`src/rtl/down_timer_pkg.sv`:
```
// Shared types and default sizes for the down_timer block.
//   timer_state_e  : control FSM encoding (IDLE / RUN / HOLD)
//   DEF_WIDTH      : default width of load value, reload register and count
//   DEF_PRESCALE_W : default prescaler compare width
package down_timer_pkg;

  localparam int unsigned DEF_WIDTH      = 8;
  localparam int unsigned DEF_PRESCALE_W = 4;

  typedef enum logic [1:0] {
    ST_IDLE = 2'd0,
    ST_RUN  = 2'd1,
    ST_HOLD = 2'd2
  } timer_state_e;

endpackage : down_timer_pkg

```
`src/rtl/down_timer_prescaler.sv`:
```
// Tick prescaler: passes one tick_en out of every (prescale+1) while running.
// Ports:
//   clk, rst_n   : clock, async active-low reset
//   run          : counting allowed this cycle (timer in RUN and not halted)
//   clear        : force the internal counter back to zero
//   tick_en      : raw tick enable
//   prescale     : compare value; 0 passes every tick
//   tick_out     : effective tick (combinational from counter and inputs)
module down_timer_prescaler
  import down_timer_pkg::*;
#(
  parameter int unsigned PRESCALE_W = DEF_PRESCALE_W
) (
  input  logic                  clk,
  input  logic                  rst_n,
  input  logic                  run,
  input  logic                  clear,
  input  logic                  tick_en,
  input  logic [PRESCALE_W-1:0] prescale,
  output logic                  tick_out
);

  logic [PRESCALE_W-1:0] pcnt_q, pcnt_d;

  assign tick_out = run && tick_en && (pcnt_q == prescale);

  // Counter sits at zero outside RUN, so any exit from RUN also clears it.
  always_comb begin
    pcnt_d = pcnt_q;
    if (!run || clear || tick_out) begin
      pcnt_d = '0;
    end else if (tick_en) begin
      pcnt_d = pcnt_q + PRESCALE_W'(1);
    end
  end

  always_ff @(posedge clk or negedge rst_n) begin
    if (!rst_n) begin
      pcnt_q <= '0;
    end else begin
      pcnt_q <= pcnt_d;
    end
  end

endmodule : down_timer_prescaler

```
`src/rtl/down_timer.sv`:
```
// Programmable down-counting timer with load handshake, halt/resume and
// optional auto-reload on expiry.
// Optional feature macro: DOWN_TIMER_PRESCALE_EN adds a 'prescale' input and
// a prescaler so that only every (prescale+1)th tick_en is counted.
// Ports:
//   clk, rst_n              : clock, async active-low reset
//   load_valid/load_value   : load request; accepted when load_ready is high
//   load_ready              : high in IDLE and HOLD (decoded from state only)
//   start, halt             : run control; halt wins over start
//   auto_reload             : at expiry, 1 = reload and continue, 0 = stop
//   tick_en                 : count enable
//   prescale                : (macro only) prescaler compare value
//   count                   : current count (registered)
//   busy                    : high while in RUN (decoded from state register)
//   expire                  : registered one-cycle pulse on the terminal tick
module down_timer
  import down_timer_pkg::*;
#(
  parameter int unsigned WIDTH      = DEF_WIDTH
`ifdef DOWN_TIMER_PRESCALE_EN
  ,
  parameter int unsigned PRESCALE_W = DEF_PRESCALE_W
`endif
) (
  input  logic                  clk,
  input  logic                  rst_n,
  input  logic                  load_valid,
  input  logic [WIDTH-1:0]      load_value,
  output logic                  load_ready,
  input  logic                  start,
  input  logic                  halt,
  input  logic                  auto_reload,
  input  logic                  tick_en,
`ifdef DOWN_TIMER_PRESCALE_EN
  input  logic [PRESCALE_W-1:0] prescale,
`endif
  output logic [WIDTH-1:0]      count,
  output logic                  busy,
  output logic                  expire
);

  timer_state_e     state_q, state_d;
  logic [WIDTH-1:0] count_q, count_d;
  logic [WIDTH-1:0] reload_q, reload_d;
  logic             expire_q, expire_d;
  logic             load_acc;
  logic             eff_tick;

  assign load_ready = (state_q != ST_RUN);
  assign load_acc   = load_valid && load_ready;

`ifdef DOWN_TIMER_PRESCALE_EN
  logic run_active;
  logic exit_run;

  // Halt blocks counting, so the prescaler must not advance on a halt cycle.
  assign run_active = (state_q == ST_RUN) && !halt;
  assign exit_run   = (state_q == ST_RUN) && (state_d != ST_RUN);

  down_timer_prescaler #(
    .PRESCALE_W (PRESCALE_W)
  ) u_prescaler (
    .clk      (clk),
    .rst_n    (rst_n),
    .run      (run_active),
    .clear    (load_acc || exit_run),
    .tick_en  (tick_en),
    .prescale (prescale),
    .tick_out (eff_tick)
  );
`else
  assign eff_tick = tick_en;
`endif

  // Next-state, count and expiry logic.
  always_comb begin
    state_d  = state_q;
    count_d  = count_q;
    reload_d = reload_q;
    expire_d = 1'b0;

    unique case (state_q)
      ST_IDLE, ST_HOLD: begin
        if (start && !halt) begin
          state_d = ST_RUN;
        end
      end
      ST_RUN: begin
        if (halt) begin
          state_d = ST_HOLD;
        end else if (eff_tick) begin
          if (count_q != '0) begin
            count_d = count_q - WIDTH'(1);
          end else begin
            expire_d = 1'b1;
            if (auto_reload) begin
              count_d = reload_q;
            end else begin
              state_d = ST_IDLE;
            end
          end
        end
      end
      default: state_d = ST_IDLE;
    endcase

    // Loads only occur outside RUN, so they never collide with a decrement.
    if (load_acc) begin
      count_d  = load_value;
      reload_d = load_value;
    end
  end

  always_ff @(posedge clk or negedge rst_n) begin
    if (!rst_n) begin
      state_q  <= ST_IDLE;
      count_q  <= '0;
      reload_q <= '0;
      expire_q <= 1'b0;
    end else begin
      state_q  <= state_d;
      count_q  <= count_d;
      reload_q <= reload_d;
      expire_q <= expire_d;
    end
  end

  assign count  = count_q;
  assign busy   = (state_q == ST_RUN);
  assign expire = expire_q;

endmodule : down_timer

```
`config.mk`:
```
export PLATFORM = sky130hd
export DESIGN_NAME = down_timer
export DESIGN_NICKNAME = d
export VERILOG_FILES = /design/src/rtl/down_timer_pkg.sv /design/src/rtl/down_timer_prescaler.sv /design/src/rtl/down_timer.sv
export SDC_FILE = /design/constraint.sdc
export NUM_CORES = 1
export LEC_CHECK = 0
export CAP_MARGIN = 20
export CELL_PAD_IN_SITES_DETAIL_PLACEMENT = 0
export CELL_PAD_IN_SITES_GLOBAL_PLACEMENT = 1
export CORE_MARGIN = 2
export CORE_UTILIZATION = 32
export DETAILED_ROUTE_END_ITERATION = 7
export GPL_ROUTABILITY_DRIVEN = 1
export PLACE_DENSITY = 0.84
export SYNTH_ARGS = -nofsm -noshare
export SYNTH_HDL_FRONTEND = slang
export SYNTH_HIERARCHICAL = 1
export SYNTH_SLANG_ARGS = --single-unit
```
`constraint.sdc`:
```
create_clock -name clk -period 2 [get_ports clk]
set_clock_uncertainty 0.15 [all_clocks]
set_input_delay 0.4 -clock clk [delete_from_list [all_inputs] [get_ports clk]]
set_output_delay 0.4 -clock clk [all_outputs]
set_load 0.005 [all_outputs]
```
==> run metrics <==
global placer's final weighted congestion=0.909; Synth top area share=0.436; status=completed; Post-synth top cells=30 x nand2_1, 19 x dfrtp_1, 5 x inv_1; I/O pin cnt=26; FF-to-FF setup slack=10 ps; total CTS buffers=3; endpoints failing hold=0; Peak Freq=503 MHz; largest cells by area after synthesis=dfrtp_1 44%, nand2_1 10%, mux2i_1 2.8%; largest family of logic cells by synthesized area=simple AND/OR/NAND/NOR gates; Total GRT Usage=0.164; global-route wire length before repair=5150 um; GRT Max-Usage Layer=met2; CP arrival=2050 ps; met2 usage=0.308; Synth Area in Adders=0.0229; Mapped Nets=135; Post-synth EDFFs=0; CTS Root Cell=clkbuf_4; met1 GRT Util=0.186; mean post-synth cell area=9.25 um2; grt met3 use=0.0252; Worst Setup EP=count[0]; Die W=62.4 um; clock power share=0.175; Worst Hold Class=in -> async; power share of the combinational group=0.396; clk slew on worst S/H paths=110 ps; antenna cell count=0; Die Ht=62.4 um; max-slew violation count=0; element type at the critical path end=register; largest net degree at the start of global routing=20; Post-Synth Simple-Gate Area=0.260; ys async rst share=1.00; Post-Synth XOR/XNOR Area=0.00803; post-synthesis mux area share=0.0482; Avg WL per Cell=14.1 um; Lkg Pwr=0.698 nW; Initial DRC Count=49; final setup fails=0; Core ar.=3310 um2; placed inst area=1510 um2; crit share post-route=0.994; Max FO, Critical Path=5; Initial Util=0.330; sequential share of power=0.429; gr ovfl total=0; unrepaired setup endpoints after global routing=true; FP Rows=21; DR vias=1087; Avg Vias per Cell=5.20; synth-to-layout area growth=44.7%; max-cap viol count=0; share of layout cells above drive strength 1=0.215; Post-DRT Antenna Nets=0; router iterations before antenna repair=6; WL final=2940 um; # H-tree levels=1; compound-gate portion of the synthesized area=0.197; Period minus WS final=1990 ps; most common cell in the netlist=nand2_1; worst skew pair latency=310 ps; main flop type after synthesis=dfrtp_1; PwrDens=738 nW/um2; die footprint=3890 um2; Yosys reg bits=19; P_sw=0.000391 W; post-synthesis sequential area ratio=0.436; Mapped Cells=118; switching share of power=0.335; RR Startpoint=count[0]; r2r worst-path depth=6; Slew @ Worst Pin=391 ps; WP data required=2060 ps; kind of critical path=reg -> reg; fin nets=181; Pint=0.000774 W; CP Launch Type=register; DRC=0; final instance area=1580 um2; port bufs=25; crit path from=count[0]; Synth area leader=dfrtp_1; clock sinks=19; Syn. warnings=6; hold_buf cts=0; reg-to-reg critical path endpoint=count[0]; Netlist Area Pre-Place=1090 um2; vias in the first global route=1138; HPWL Detailed=2210 um; Worst VDD drop=0.211 mV; Total Power=0.00117 W; antenna violations before repair=0; CTS tree=yes; Distinct cells, synth=41; Slew headroom=0.738; Longest Clk Path Bufs=2
## layer usage
layer  vias to the layer above  routed length [um]  share of wire
li1                        522                   -              -
met1                       538                1230           0.42
met2                        23                1520           0.52
met3                         4                 143          0.049
met4                         0                  47          0.016
met5                         -                   0              0
## through the flow
stage / util / setup WS [ps] / hold slack, ps / TNS (ps) / cells
after floorplan: - / 13.0 / -45.6 / 0 / 118
after detailed placement: 0.456 / -92.8 / 320 / -316 / 202
final: 0.477 / 11.9 / 268 / 0 / 209
after global routing: 0.477 / -51.3 / 299 / -95.4 / 209
after global placement: 0.456 / -25.6 / 309 / -72.1 / 202
after CTS: 0.471 / 31.7 / 282 / 0 / 207
## worst max-delay path, cell delays in order (launching register included)
cell	delay, ps
dfrtp_1	410
inv_2	90
ha_4	140
or4b_4	500
or3_1	400
a21oi_2	120
o21ai_1	70
## worst min path at each step
stage	end	slack (ps)	cells after the start
after floorplan	count[0]	-50	0
after global placement	reload_q[7]	310	2
after global routing	count[6]	300	2
after detailed placement	reload_q[5]	320	2
after CTS	reload_q[6]	280	2
final	reload_q[6]	270	2
## logic make-up (layout without fill, tap and decap cells)
family                   Yosys count  count (layout)
adder cells (fa/ha/maj)            2               2
XOR/XNOR                           1               1
AO/OA/AOI/OAI                     29              29
AND/OR/NAND/NOR                   54              54
flip-flops                        19              19
buffers and inverters              8              53
multiplexers                       5               5
## placed cells by master (no fill, tap or decap), types with 3 or more instances in the layout
cell type,count
nand2_1,30
clkdlybuf4s50_1,24
dfrtp_1,19
buf_4,19
nor2_1,4
nand3_1,4
o21ai_0,4
inv_1,3
o21ai_1,3
a21oi_1,3
mux2i_1,3
clkbuf_4,3
## registers in the layout, indices dropped and copies added (netlist names)
name and flops:
count 8, expire 1, reload_q 8, state_q 2
## power by group through the flow
| stage | clock network [W] | logic, W | registers (W) |
|---|---|---|---|
| finish | 0.000204 | 0.000461 | 0.000500 |
| global route | 0.000232 | 0.000511 | 0.000509 |
| CTS | 0.000206 | 0.000451 | 0.000500 |
| detailed placement | 0 | 0.000435 | 0.000505 |
| global placement | 0 | 0.000428 | 0.000503 |
| floorplan | 0 | 0.000213 | 0.000506 |
## final cells by class
type,count,area (um2)
inverters,5,18.8
clock buffers,4,26.3
multi-input cells,91,609
well taps,46,57.6
repair buffers,44,392
fillers,328,1730
flip-flops and latches,19,475
## timing repair
action                                  CTS  global route
endpoints found under the setup margin    2             5
gates resized for setup                   5             1
pin swaps                                 0             2
setup buffers                             1             2
gates cloned                              0             0
endpoints found under the hold margin     0             0
No activity file was read; power rests on OpenSTA's default activity.
